$ cat src/rtl/tensor_mma_sequencer_pkg.sv
// Shared types and sizing for the tensor MMA sequencer: FSM state encoding,
// default lane count and warp-id width used across the issue path.
package tensor_mma_sequencer_pkg;

  localparam int NUM_THREAD = 4;
  localparam int DEPTH_WARP = 4;

  localparam int EXPWIDTH_DEFAULT  = 8;
  localparam int PRECISION_DEFAULT = 24;

  typedef enum logic [1:0] {
    IDLE  = 2'd0,
    ISSUE = 2'd1,
    WAIT  = 2'd2,
    DONE  = 2'd3
  } seq_state_e;

  function automatic int fp_width(input int expwidth, input int precision);
    return expwidth + precision;
  endfunction

endpackage

$ cat src/rtl/tensor_mma_sequencer.sv
// Issue-side initiator that runs one warp MMA through NUM_PASS tensor-core
// passes, chaining each pass result into the next pass's accumulator.
module tensor_mma_sequencer
  import tensor_mma_sequencer_pkg::*;
#(
  parameter int VL        = NUM_THREAD,
  parameter int NUM_PASS  = 2,
  parameter int EXPWIDTH  = EXPWIDTH_DEFAULT,
  parameter int PRECISION = PRECISION_DEFAULT
) (
  input  logic                                         clk,
  input  logic                                         rst,
  input  logic                                         in_valid_i,
  output logic                                         in_ready_o,
  input  logic [NUM_PASS*VL*fp_width(EXPWIDTH,PRECISION)-1:0] a_i,
  input  logic [NUM_PASS*VL*fp_width(EXPWIDTH,PRECISION)-1:0] b_i,
  input  logic [VL*fp_width(EXPWIDTH,PRECISION)-1:0]   c_i,
  input  logic [2:0]                                   rm_i,
  input  logic [7:0]                                   ctrl_reg_idxw_i,
  input  logic [DEPTH_WARP-1:0]                        ctrl_warpid_i,
  output logic                                         tc_in_valid_o,
  input  logic                                         tc_in_ready_i,
  output logic [VL*fp_width(EXPWIDTH,PRECISION)-1:0]   tc_a_o,
  output logic [VL*fp_width(EXPWIDTH,PRECISION)-1:0]   tc_b_o,
  output logic [VL*fp_width(EXPWIDTH,PRECISION)-1:0]   tc_c_o,
  output logic [VL*3-1:0]                              tc_rm_o,
  output logic [7:0]                                   tc_reg_idxw_o,
  output logic [DEPTH_WARP-1:0]                        tc_warpid_o,
  input  logic                                         tc_out_valid_i,
  output logic                                         tc_out_ready_o,
  input  logic [VL*fp_width(EXPWIDTH,PRECISION)-1:0]   tc_result_i,
  input  logic [VL*5-1:0]                              tc_fflags_i,
  output logic                                         out_valid_o,
  input  logic                                         out_ready_i,
  output logic [VL*fp_width(EXPWIDTH,PRECISION)-1:0]   result_o,
  output logic [VL*5-1:0]                              fflags_o,
  output logic [7:0]                                   ctrl_reg_idxw_o,
  output logic [DEPTH_WARP-1:0]                        ctrl_warpid_o
);

  localparam int W  = fp_width(EXPWIDTH, PRECISION);
  localparam int SW = VL * W;
  localparam logic [2:0] LAST_PASS = 3'(NUM_PASS - 1);

  seq_state_e              r_state;
  logic [2:0]              r_pass_cnt;
  logic [NUM_PASS*SW-1:0]  r_a;
  logic [NUM_PASS*SW-1:0]  r_b;
  logic [SW-1:0]           r_acc;
  logic [VL*5-1:0]         r_fflags;
  logic [2:0]              r_rm;
  logic [7:0]              r_reg_idxw;
  logic [DEPTH_WARP-1:0]   r_warpid;

  logic [SW-1:0]           w_a_slice;
  logic [SW-1:0]           w_b_slice;

  // Passes run strictly back to back: pass p+1 cannot issue until result p
  // has been folded into the accumulator.
  always_ff @(posedge clk or posedge rst) begin
    if (rst) begin
      r_state    <= IDLE;
      r_pass_cnt <= '0;
      r_a        <= '0;
      r_b        <= '0;
      r_acc      <= '0;
      r_fflags   <= '0;
      r_rm       <= '0;
      r_reg_idxw <= '0;
      r_warpid   <= '0;
    end else begin
      case (r_state)
        IDLE: begin
          if (in_valid_i) begin
            r_a        <= a_i;
            r_b        <= b_i;
            r_rm       <= rm_i;
            r_reg_idxw <= ctrl_reg_idxw_i;
            r_warpid   <= ctrl_warpid_i;
            r_acc      <= c_i;
            r_fflags   <= '0;
            r_pass_cnt <= '0;
            r_state    <= ISSUE;
          end
        end
        ISSUE: begin
          if (tc_in_ready_i) begin
            r_state <= WAIT;
          end
        end
        WAIT: begin
          if (tc_out_valid_i) begin
            r_acc    <= tc_result_i;
            r_fflags <= r_fflags | tc_fflags_i;
            if (r_pass_cnt == LAST_PASS) begin
              r_state <= DONE;
            end else begin
              r_pass_cnt <= r_pass_cnt + 3'd1;
              r_state    <= ISSUE;
            end
          end
        end
        DONE: begin
          if (out_ready_i) begin
            r_state <= IDLE;
          end
        end
        default: r_state <= IDLE;
      endcase
    end
  end

  assign w_a_slice = r_a[int'(r_pass_cnt)*SW +: SW];
  assign w_b_slice = r_b[int'(r_pass_cnt)*SW +: SW];

  // in_ready_o is masked by rst so it only rises once reset is released.
  assign in_ready_o     = (r_state == IDLE) && !rst;
  assign tc_in_valid_o  = (r_state == ISSUE);
  assign tc_out_ready_o = (r_state == WAIT);
  assign out_valid_o    = (r_state == DONE);

  assign tc_a_o        = w_a_slice;
  assign tc_b_o        = w_b_slice;
  assign tc_c_o        = r_acc;
  assign tc_rm_o       = {VL{r_rm}};
  assign tc_reg_idxw_o = r_reg_idxw;
  assign tc_warpid_o   = r_warpid;

  assign result_o        = r_acc;
  assign fflags_o        = r_fflags;
  assign ctrl_reg_idxw_o = r_reg_idxw;
  assign ctrl_warpid_o   = r_warpid;

endmodule
$ cat config.mk
export PLATFORM = sky130hd
export DESIGN_NAME = tensor_mma_sequencer
export DESIGN_NICKNAME = d
export VERILOG_FILES = /design/src/rtl/tensor_mma_sequencer_pkg.sv /design/src/rtl/tensor_mma_sequencer.sv
export SDC_FILE = /design/constraint.sdc
export NUM_CORES = 1
export LEC_CHECK = 0
export BUFFER_PORTS_ARGS = -buffer_cell sky130_fd_sc_hd__clkbuf_2
export CAP_MARGIN = 30
export CORE_AREA = 2 2 536 538
export DETAILED_ROUTE_END_ITERATION = 7
export DIE_AREA = 0 0 538 540
export HOLD_SLACK_MARGIN = 0.1
export RECOVER_POWER = 100
export SLEW_MARGIN = 0
export SYNTH_ARGS = -nofsm -noshare
export SYNTH_HDL_FRONTEND = slang
export SYNTH_SLANG_ARGS = --single-unit
export TNS_END_PERCENT = 100
$ cat constraint.sdc
create_clock -name clk -period 24.8 [get_ports clk]
set_input_delay 2.48 -clock clk [delete_from_list [all_inputs] [get_ports clk]]
set_output_delay 2.48 -clock clk [all_outputs]
set_load 0.02 [all_outputs]
; Word level (Yosys, flattened, before mapping)
; Index checks and enable logic that the tools add are counted.
[word_totals]
register_bits = 680
elab_cells = 46
in_bits = 809
[op_classes]
eq_ne = 9
reduce_logical = 8
shifts = 2
add_sub_neg = 1
n_mux = 16
bitwise_logic = 1
[ops]
columns = operator, count
row1 = $shiftx 256x11->128, 2
row2 = $mux 128, 2
row3 = $pmux 128 s2, 1
row4 = $mux 20, 2
row5 = $pmux 20 s2, 1
row6 = $or 20x20->20, 1
row7 = $mux 2, 5
row8 = $mux 3, 3
row9 = $pmux 2 s4, 1
row10 = $reduce_and 4->1, 2
row11 = $ne 2x2->1 const B, 3
row12 = $pmux 3 s2, 1
row13 = $eq 2x2->1 const B, 2
row14 = $ne 2x1->1 const B, 2
row15 = $add 3x1->3 const B, 1
row16 = $eq 3x1->1 const B, 1
row17 = $reduce_and 3->1, 1
row18 = $eq 2x1->1 const B, 1
row19 = $logic_not 2->1, 1
row20 = $reduce_and 2->1, 1
row21 = $reduce_bool 2->1, 1
row22 = $logic_and 1x1->1, 1
row23 = $logic_not 1->1, 1

; Longest topological paths before layout
[depth]
word_depth = 4
mapped_depth = 7
depth_no_buf = 5

; Least setup slack after synthesis
; No wires, ideal clock.
[synth_timing]
path_type = input to output
from = input port rst
to = output port in_ready_o
path_slack_ns = 19.385
t_arrival_ns = 2.935
required_ns = 22.320
stages = 1
cell_sequence = nor3_1
[synth_via]
elab_chain_len = 2
[synth_lines]
columns = item, line
row1 = start: declaration, tensor_mma_sequencer.sv:12  ; input logic rst,
row2 = $logic_not 1->1, tensor_mma_sequencer.sv:117  ; assign in_ready_o = (r_state == IDLE) && !rst;
row3 = $logic_and 1x1->1, tensor_mma_sequencer.sv:117
row4 = end: declaration, tensor_mma_sequencer.sv:14  ; output logic in_ready_o,
; No other way between the ends.

==> metrics.cfg <==
[outcome]
status = finished with violations
violations = capacitance limit, slew limit

[sta]
slew_headroom_pct = -338
fin_tns_setup_ns = 0
fin_skew_ns = 0.0417
worstMarginPinSlew_ns = 6.58
rsz0062_at_grt = no
fmax_mhz = 73.4
holdWs_ns = 0.470
hold_violations = 0
fin_ws_ns = 11.18
period_needed_ns = 13.62
fin_crit_sh_pct = 54.9
setup_viol = 0
maxSlewViolCount = 1677

[die]
die_x_um = 538
coreArea_sq_mm = 0.284
ioPinCount = 1381
dieArea_sq_mm = 0.291
dieHeight_um = 540
start_util_pct = 11.3
rows = 196

[worst_setup_path]
worstPathArrival_ns = 13.57
r2r_end = r_a[151]$_DFFE_PP0P_
critPathKind = in2async
r2r_setup_slack_ns = 15.66
required_ns = 24.75
crit_path_start_kind = primary input
crit_path_start = rst
path_cells = clkbuf_1 -> clkinvlp_2 -> clkbuf_1 -> clkbuf_1 -> clkbuf_1
crit_family = buffers and inverters
path_depth = 5
rr_worst_depth = 6
crit_buf_inv = 5
slowest_stage = clkbuf_1
cp_slowest_stage_delay_ns = 4.67
crit_path_max_fanout = 113
critPathCapture = r_a[43]$_DFFE_PP0P_
endpoint_kind = async pin
cp_common_cell = clkbuf_1
r2r-start = r_state[1]$_DFFE_PP0P_

[global_routing]
grt_max_degree = 116
grt_pass1_vias = 29000
antenna_found_initial = 156
grt_pass1_wl_mm = 299
grtUsageTotal_pct = 15.9
grt_remaining_overflow = 0

[power_and_ir_drop]
powerDensity_mw_per_mm2 = 171
vdd_drop_max_mv = 0.127
power_mw = 7.55
leakage_nw = 21.2

[placement]
place_hpwl_mm = 206
dpl_worst_slack_ns = 18.60
io_buffers = 1380
gp_congestion = 1.02

[synthesis]
synthCells = 3460
yosys_warnings = 0
yosysUniqueCellTypes = 28
async_flop_share_pct = 100
synth_area_sq_mm = 0.0323
synth_edf_count = 0
syn_avg_cell_area_sq_um = 9.33
ys.flop_type = dfrtp_1
ys_ff_latch = 680
synthesis.nets = 4271
ys_seq_area_share_pct = 52.7

[clocking]
hold_buffers = 0
cts.repair.resized = 0
cts_setup_buffers = 0
clock_path_buffers = 4
cts_tree = built
cts_sinks = 680
clkTransAtPathRegs_ns = 0.06
insertion_delay_ns = 0.81
ctsHtreeMaxLevel = 3
cts-root-buf = clkbuf_16
cts_made_buffers = 91

[routing]
antenna_left = 0
first_iter_violations = 1747
firstDrtPassIters = 7
via_per_inst = 3.50
wl_per_cell_um = 28.3
vias = 29800
wl_mm = 240
drc = 0

[job]
max_cap_violations = 32

[cells_and_area]
drive_gt1_share_pct = 26.6
nets = 5447
syn_to_final_growth_pct = 36.6

[min_path]
hold_class = reg2reg

## registers in the layout, summed over array words and instances (netlist names)
signal	flops
r_a	256
r_b	256
result_o	128
fflags_o	20
ctrl_reg_idxw_o	8
ctrl_warpid_o	4
r_pass_cnt	3
r_rm	3
r_state	2
## placed cells by master (no fill, tap or decap), drive strengths merged, types with 8 or more instances in the layout
cell | netlist | final
clkinvlp | 0 | 10
clkbuf | 36 | 1546
a21oi | 20 | 20
mux2 | 256 | 256
bufinv | 0 | 8
buf | 323 | 13
dfrtp | 680 | 680
diode | 0 | 36
mux2i | 259 | 259
nor2 | 278 | 278
clkinv | 0 | 19
inv | 4 | 9
nand2 | 1585 | 1585
## cell families after synthesis
logic type,count (synthesis),share of synthesized area [%]
and+or+nand+nor,1877,22.0
DFF,680,52.7
muxes,515,17.0
buffers and inverters,363,7.85
AOI/OAI and AO/OA,23,0.388
adders and majority gates,2,0.0775
## cell type report
| type | count | area [sq um] |
|---|---|---|
| Clock buffer | 117 | 2500 |
| Fill cell | 32600 | 240000 |
| Multi-Input combinational cell | 2417 | 12700 |
| Inverter | 4 | 16.3 |
| Tap cell | 3762 | 4710 |
| Timing Repair Buffer | 1442 | 6520 |
| Antenna cell | 36 | 90.1 |
| Clock inverter | 42 | 509 |
| Sequential cell | 680 | 17000 |
## synth_stat cells (2+ instances only)
library cell / n / share of area [%]
nand2_1: 1585 / 18
dfrtp_1: 680 / 53
nor2_1: 278 / 3.2
mux2i_1: 259 / 8.0
mux2_2: 256 / 8.9
buf_4: 163 / 3.8
buf_2: 98 / 1.5
buf_6: 58 / 2.0
clkbuf_1: 36 / 0.42
a21oi_1: 20 / 0.31
buf_1: 4 / 0.047
inv_1: 4 / 0.047
and2_1: 2 / 0.039
ha_1: 2 / 0.078
nand3_1: 2 / 0.031
## worst reg2reg max path: cells and delay by family, from the launching register on
family | cells | cell delay, ns
buffers and inverters | 3 | 6.73
flip-flops | 1 | 0.52
AND/OR/NAND/NOR | 3 | 1.79
## power by group
group | leakage [nW] | internal, mW | total (mW) | switching, mW
registers | 8.37 | 1.65 | 2.21 | 0.560
clock network | 1.46 | 0.800 | 1.36 | 0.565
logic | 11.4 | 1.03 | 3.97 | 2.94
## through the flow
stage	area, sq um	utilization, %	instances
2_1_floorplan	32300	-	3460
3_3_place_gp	41700	14.7	8281
3_5_place_dp	41900	14.7	8300
4_1_cts	44900	15.8	8459
5_1_grt	44000	15.5	8483
6_report	44100	15.5	8500
## worst min path at each step
| stage | start | to | slack (ns) | cells past startpoint |
|---|---|---|---|---|
| floorplan | r_a[0]$_DFFE_PP0P_ | r_a[0]$_DFFE_PP0P_ | 0.44 | 2 |
| global placement | r_b[50]$_DFFE_PP0P_ | r_b[50]$_DFFE_PP0P_ | 0.46 | 2 |
| detailed placement | r_b[49]$_DFFE_PP0P_ | r_b[49]$_DFFE_PP0P_ | 0.46 | 2 |
| CTS | r_b[49]$_DFFE_PP0P_ | r_b[49]$_DFFE_PP0P_ | 0.48 | 2 |
| global route | r_a[119]$_DFFE_PP0P_ | r_a[119]$_DFFE_PP0P_ | 0.49 | 2 |
| finish | r_b[22]$_DFFE_PP0P_ | r_b[22]$_DFFE_PP0P_ | 0.47 | 2 |
## layer usage
metal / up-vias / routed length, um / global-route usage [%]
li1: 13200 / - / -
met1: 14600 / 90600 / 18.0
met2: 1571 / 110000 / 26.1
met3: 427 / 27100 / 6.74
met4: 54 / 12800 / 6.37
met5: - / 345 / 0
Power figures use the tool's default switching activity.
